==> src/rtl/counter_bank_sched.sv <==
// Bank of N_CNT counters sharing one incrementer through a round-robin arbiter.
// Provides a priority load port, per-counter MSB/wrap outputs and a registered read-back port.
module counter_bank_sched #(
    parameter int unsigned N_CNT = 8,
    parameter int unsigned WIDTH = 22,
    localparam int unsigned SelW = $clog2(N_CNT)
) (
    input  logic             clk,
    input  logic             rst,
    input  logic [N_CNT-1:0] req,
    input  logic             load_valid,
    input  logic [SelW-1:0]  load_sel,
    input  logic [WIDTH-1:0] load_value,
    input  logic [SelW-1:0]  rd_sel,
    output logic [WIDTH-1:0] rd_data,
    output logic [N_CNT-1:0] grant,
    output logic [N_CNT-1:0] wrap,
    output logic [N_CNT-1:0] count_msb
);

    logic [WIDTH-1:0] cnt_q [N_CNT];
    logic [WIDTH-1:0] cnt_d [N_CNT];
    logic [SelW-1:0]  ptr_q, ptr_d;
    logic [N_CNT-1:0] grant_q, grant_d;
    logic [N_CNT-1:0] wrap_q, wrap_d;
    logic [WIDTH-1:0] rd_data_q, rd_data_d;

    logic             win_valid;
    logic [SelW-1:0]  win_idx;
    logic [SelW:0]    scan_idx;
    logic [WIDTH-1:0] win_cnt;
    logic [WIDTH-1:0] win_inc;
    logic             load_hit;

    // Scan ptr, ptr+1, ... wrapping at N_CNT; the first asserted request wins.
    always_comb begin
        win_valid = 1'b0;
        win_idx   = '0;
        scan_idx  = '0;
        for (int i = 0; i < N_CNT; i++) begin
            scan_idx = {1'b0, ptr_q} + (SelW + 1)'(i);
            if (scan_idx >= (SelW + 1)'(N_CNT)) begin
                scan_idx = scan_idx - (SelW + 1)'(N_CNT);
            end
            if (!win_valid && req[scan_idx[SelW-1:0]]) begin
                win_valid = 1'b1;
                win_idx   = scan_idx[SelW-1:0];
            end
        end
    end

    assign win_cnt  = cnt_q[win_idx];
    assign win_inc  = win_cnt + WIDTH'(1);
    assign load_hit = load_valid && (32'(load_sel) < N_CNT);

    always_comb begin
        cnt_d   = cnt_q;
        ptr_d   = ptr_q;
        grant_d = '0;
        wrap_d  = '0;
        if (load_hit) begin
            cnt_d[load_sel] = load_value;
        end else if (win_valid) begin
            cnt_d[win_idx]   = win_inc;
            grant_d[win_idx] = 1'b1;
            wrap_d[win_idx]  = &win_cnt;
            ptr_d            = (win_idx == SelW'(N_CNT - 1)) ? '0 : win_idx + SelW'(1);
        end
    end

    // Read-back samples the pre-update value of the selected counter.
    always_comb begin
        rd_data_d = '0;
        if (32'(rd_sel) < N_CNT) begin
            rd_data_d = cnt_q[rd_sel];
        end
    end

    always_ff @(posedge clk) begin
        if (rst) begin
            cnt_q     <= '{default: '0};
            ptr_q     <= '0;
            grant_q   <= '0;
            wrap_q    <= '0;
            rd_data_q <= '0;
        end else begin
            cnt_q     <= cnt_d;
            ptr_q     <= ptr_d;
            grant_q   <= grant_d;
            wrap_q    <= wrap_d;
            rd_data_q <= rd_data_d;
        end
    end

    always_comb begin
        count_msb = '0;
        for (int i = 0; i < N_CNT; i++) begin
            count_msb[i] = cnt_q[i][WIDTH-1];
        end
    end

    assign grant   = grant_q;
    assign wrap    = wrap_q;
    assign rd_data = rd_data_q;

endmodule

==> config.mk <==
export PLATFORM = sky130hd
export DESIGN_NAME = counter_bank_sched
export DESIGN_NICKNAME = d
export VERILOG_FILES = /design/src/rtl/counter_bank_sched.sv
export SDC_FILE = /design/constraint.sdc
export NUM_CORES = 1
export LEC_CHECK = 0
export ABC_AREA = 1
export CAP_MARGIN = 20
export CORE_MARGIN = 4
export CORE_UTILIZATION = 30
export DETAILED_ROUTE_END_ITERATION = 16
export PLACE_DENSITY = 0.51
export SLEW_MARGIN = 5
export SYNTH_ARGS = -nofsm -noshare
export SYNTH_HDL_FRONTEND = slang
export SYNTH_SLANG_ARGS = --single-unit
==> constraint.sdc <==
create_clock -name clk -period 10.1 [get_ports clk]
set_clock_uncertainty 0.05 [all_clocks]
set_input_delay 2.02 -clock clk [delete_from_list [all_inputs] [get_ports clk]]
set_output_delay 2.02 -clock clk [all_outputs]
set_load 0.03 [all_outputs]
==> results of run 1 <==
[synth_stat cells (11+ instances only)]
cell type    n
a21oi_1    209
buf_4       13
nand2_2     16
o21ai_0    142
o21ai_1     41
nand3_1    150
buf_2       28
nor2_1      73
o22ai_1    106
nor2_2      19
inv_1      326
inv_2       13
a31oi_1     72
nand2_1    560
clkbuf_1    73
nand3_2     16
buf_1       15
dfxtp_1    217
nor2_4      11
[worst paths after layout]
kind / startpoint / slack (ns) / cells after the start / endpoint
max: req[5] / 3.13 / 24 / wrap[5]
min: cnt_q[23] / 0.43 / 2 / cnt_q[23]
max reg2reg: ptr_q[0] / 3.57 / 24 / wrap[5]
min reg2reg: cnt_q[23] / 0.43 / 2 / cnt_q[23]
[worst min-delay path, stage by stage (launching register included)]
cell and delay [ns]:
dfxtp_1 0.31, nand2_1 0.06, a31oi_1 0.06
[metal layers]
layer	track usage	vias to the layer above
met4	0.0840	0
met2	0.356	728
met3	0.0387	142
met5	0	-
met1	0.312	6983
li1	-	7111
[flip-flops by register name, indices dropped and copies added, names as in the netlist]
register and flops:
cnt_q 168, grant 8, ptr_q 3, count_msb 8
wrap 8, rd_data 22
[through the flow]
step / instance area (um^2) / hold slack [ns]
2_1_floorplan: 13600 / 0.405
3_3_place_gp: 14700 / 0.415
3_5_place_dp: 14700 / 0.421
4_1_cts: 15800 / 0.430
5_1_grt: 15800 / 0.446
6_report: 15800 / 0.431
[layout make-up]
type	count	area, um^2
clock buffer	34	764
clock inverter	15	267
fill	4816	28700
inverter	343	1290
multi-input combinational	1478	7330
sequential	217	4340
tap	592	741
timing repair buffer	112	1050
[cell usage in the layout, fill, tap and decap left out, drive strengths merged]
master	Yosys	layout
clkinv	4	7
o21ai	189	189
nand4	12	12
xor2	8	8
nand2	578	578
o21bai	2	2
a31oi	73	73
inv	339	339
o22ai	107	107
clkbuf	73	34
nor2	105	105
nand3	167	167
and2	2	2
o211ai	1	1
clkdlybuf4s50	0	81
clkinvlp	0	5
bufinv	0	7
o221ai	1	1
buf	63	31
ha	4	4
nand3b	8	8
dfxtp	217	217
xnor2	3	3
a21oi	210	210
nor3	8	8
[logic make-up after synthesis]
kind of cell	Yosys count	share of synthesized area
AO/OA/AOI/OAI	583	0.236
XOR/XNOR	11	0.00876
adder cells (fa/ha/maj)	4	0.00369
buffers and inverters	479	0.143
flip-flops	217	0.320
AND/OR/NAND/NOR	880	0.289
==> flow_summary.ini, run 1 <==
[timing]
setup_viol = 0
period_needed_ns = 6.97
worst_pin_slew_ns = 1.22
finalHoldViolations = 0
rsz0062_at_grt = no
worst_slack_ns = 3.13
fmax_mhz = 143
drv_slew = 0
setup_tns_ns = 0
fin_crit_sh = 0.691
slew_headroom = 0.187

[global_route]
overflow = 0
grt_pass1_wl_mm = 85.3
grt_max_degree = 104
antenna_found_initial = 0
grt.total_usage = 0.226
grt_pass1_vias = 13953

[synthesis]
synth_edf_count = 0
synth_area_um2 = 13600
synth_ff_type = dfxtp_1
synthTopCellsByArea = dfxtp_1 (32%), nand2_1 (15%), inv_1 (9.0%)
synthDominantAreaCellType = dfxtp_1
ys_async_sr_fraction = 0
syn_inst = 2174
ys_seq_area_frac = 0.320
ys_ff_latch = 217
synth_top_area_frac = 0.320
synthesis.nets = 2217
syn_area_per_cell_um2 = 6.24
yosysWarnings = 0
yosysUniqueCellTypes = 43

[die]
io_pins = 85
core_region_area_um2 = 44500
dieArea_um2 = 48700
chipWidth_um = 221
initial_core_util = 0.305
fp-row-count = 77
fp.dieH_um = 221

[critical_path]
cp-start-kind = input port
critPathMaxFanout = 51
critPathArrivalTime_ns = 7.40
crit_path_end_kind = flop
cp_slowest_stage_delay_ns = 0.81
crit_required_ns = 10.53
worstPathCellList = clkdlybuf4s50_1 -> nand2_1 -> nand3_1 -> nand2_1 -> nand2_1 -> nand2_2 -> nand3_1 -> nand2_1 -> nand2_1 -> inv_1 -> nor2_1 -> nand3_2 -> nand2_4 -> buf_4 -> o21ai_1 -> nand2_1 -> nand2_1 -> nor2_2 -> nand2_1 -> nor2_2 -> nand2_4 -> nor2_4 -> nand4_2 -> nor3_1
crit_top_cell = nand2_1
worst_path_dominant_cell_family = simple AND/OR/NAND/NOR gates
crit_path_top_delay_cell = nand2_4
crit_buf_inv = 3
crit_type = input port to flop

[drt]
wl_met1_mm = 24.5
viasPerCell = 5.36
ant_nets = 0
met3_length_mm = 5.22
top_layer = met4
route.met2.wl_mm = 24.8
drt_iter0_drc = 1687
wirelength_mm = 56.6
detail_route.wl_per_cell_um = 20.3
drc = 0
vias = 14964
firstDrtPassIters = 7

[cts]
clockBufferDepth = 3
cts_num_sinks = 217
postCtsHoldBufs = 0
clk_latency_ns = 0.57
cts_tree = built
cts_resized = 0
clk_pin_slew_worst_paths_ns = 0.07
cts_made_buffers = 28
htreeDepth = 1
postCtsSetupBuffers = 0
ctsRootBufferMaster = clkbuf_16

[place]
port_buffers = 84
place_hpwl_mm = 35.1
dp_cells = 2741
place_ws_ns = 2.56
globalplace.congestion = 0.921

[finish]
drive_gt1_frac = 0.0832
area_delta_synth_final_pct = 16.3
fin_cells = 2791
layout.nets = 2223
utilization = 0.355
antenna_cells = 0

[run]
cap_violations = 0

[run_status]
outcome = completed

[hold_path]
hold_class = flop to flop
Power of run 1 is not shown: default switching activity piles up to over one toggle a cycle in this logic, so the estimate is an artifact.
==> inputs of run 2 (changes only) <==
Settings changed: PLACE_DENSITY 0.51 to 0.53.
Clock period 10.1 ns to 6.08 ns, I/O delays scaled along.
==> flow_summary.ini, run 2 (synthesis results as in run 1) <==
[cts]
htreeDepth = 1
ctsRootBufferMaster = clkbuf_16
clk_pin_slew_worst_paths_ns = 0.06
cts_resized = 0
cts_tree = built
postCtsHoldBufs = 0
postCtsSetupBuffers = 0
clk_latency_ns = 0.57
cts_made_buffers = 27
cts_num_sinks = 217
clockBufferDepth = 3

[timing]
rsz0062_at_grt = no
slew_headroom = 0.284
worst_pin_slew_ns = 1.07
setup_tns_ns = 0
setup_viol = 0
period_needed_ns = 5.16
finalHoldViolations = 0
drv_slew = 0
fin_crit_sh = 0.848
fmax_mhz = 194

[finish]
final_cell_mix = nand2_1 (559), inv_1 (325), dfxtp_1 (217)
fillCellCount = 4846
layout.nets = 2238
area_delta_synth_final_pct = 16.6
drive_gt1_frac = 0.0873
fin_cells = 2803
antenna_cells = 0
top_register = cnt_q
mostFrequentLayoutCell = nand2_1
largest_reg_flops = 168

[die]
chipWidth_um = 221
io_pins = 85
initial_core_util = 0.305
dieArea_um2 = 48700
core_region_area_um2 = 44500
fp-row-count = 77
fp.dieH_um = 221

[critical_path]
crit_path_end_kind = flop
critPathArrivalTime_ns = 5.51
crit_type = flop to flop
cp-start-kind = flop
worstPathCellList = inv_2 -> ha_1 -> inv_2 -> nand3_1 -> nand3_2 -> nand2_2 -> nor2_4 -> nand4_4 -> nor2_4 -> nand3_4 -> nand2_2 -> o21ai_4 -> nor2_4 -> nand2_1 -> nor2_2 -> inv_2 -> nand2_1 -> inv_2 -> nand2_1 -> o21ai_0 -> inv_1 -> a21oi_1
crit_required_ns = 6.43
cp_slowest_stage_delay_ns = 0.67
critPathMaxFanout = 19
crit_top_cell = inv_2
crit_path_top_delay_cell = nor2_4

[global_route]
grt_pass1_vias = 13816
grt.total_usage = 0.226
antenna_found_initial = 0
overflow = 0
grt_max_degree = 125
grt_pass1_wl_mm = 84.8

[drt]
wirelength_mm = 57.1
drt_iter0_drc = 1741
firstDrtPassIters = 5
vias = 14961
detail_route.wl_per_cell_um = 20.4
ant_nets = 0
viasPerCell = 5.34
drc = 0

[hold_path]
hold_class = flop to flop

[run_status]
outcome = completed

[place]
globalplace.congestion = 0.899
place_hpwl_mm = 35.2
port_buffers = 84
dp_cells = 2757

[run]
cap_violations = 0
-- run 2: cell count changes in the layout (fill, tap and decap cells not counted), moves of 2 or more --
cell and change:
buf_4 +15, clkinvlp_4 -3, clkbuf_1 +2, clkbuf_16 -2
-- run 2: metrics by stage --
step	cell area, um^2	hold slack (ns)	util	worst slack, ns
after floorplan	13600	0.405	-	1.84
after global placement	14900	0.416	0.334	0.751
after detailed placement	14900	0.423	0.334	0.743
after CTS	15800	0.433	0.355	0.990
after global routing	15800	0.456	0.356	0.437
final	15800	0.437	0.356	0.924
-- run 2: cell type report --
type / count / area [um^2] / area share
multi-input combinational: 1478 / 7320 / 0.463
inverter: 343 / 1290 / 0.0813
clock buffer: 34 / 722 / 0.0456
clock inverter: 11 / 218 / 0.0138
timing repair buffer: 128 / 1190 / 0.0755
sequential: 217 / 4340 / 0.274
tap: 592 / 741 / 0.0468
-- run 2: worst paths after layout --
| check | to | cells after the start | start | slack (ns) |
|---|---|---|---|---|
| worst min register to register | cnt_q[67] | 2 | cnt_q[67] | 0.44 |
| worst max register to register | cnt_q[96] | 22 | ptr_q[0] | 0.92 |
| worst max-delay path | cnt_q[96] | 22 | ptr_q[0] | 0.92 |
| worst min-delay path | cnt_q[67] | 2 | cnt_q[67] | 0.44 |
-- run 2: critical path, delay by kind of cell, from the launching register on --
family | cells | cell delay (ns)
AO/OA/AOI/OAI | 3 | 0.25
buffers and inverters | 5 | 0.97
AND/OR/NAND/NOR | 13 | 2.64
adder cells (fa/ha/maj) | 1 | 0.48
flip-flops | 1 | 0.57
-- run 2: layer usage --
metal / up-vias / part of all wire / global-route usage
li1: 7123 / - / -
met4: 0 / 0.046 / 0.101
met5: - / 0 / 0
met3: 172 / 0.10 / 0.0352
met2: 774 / 0.44 / 0.356
met1: 6892 / 0.42 / 0.307
Power of run 2 is left out for the same reason.
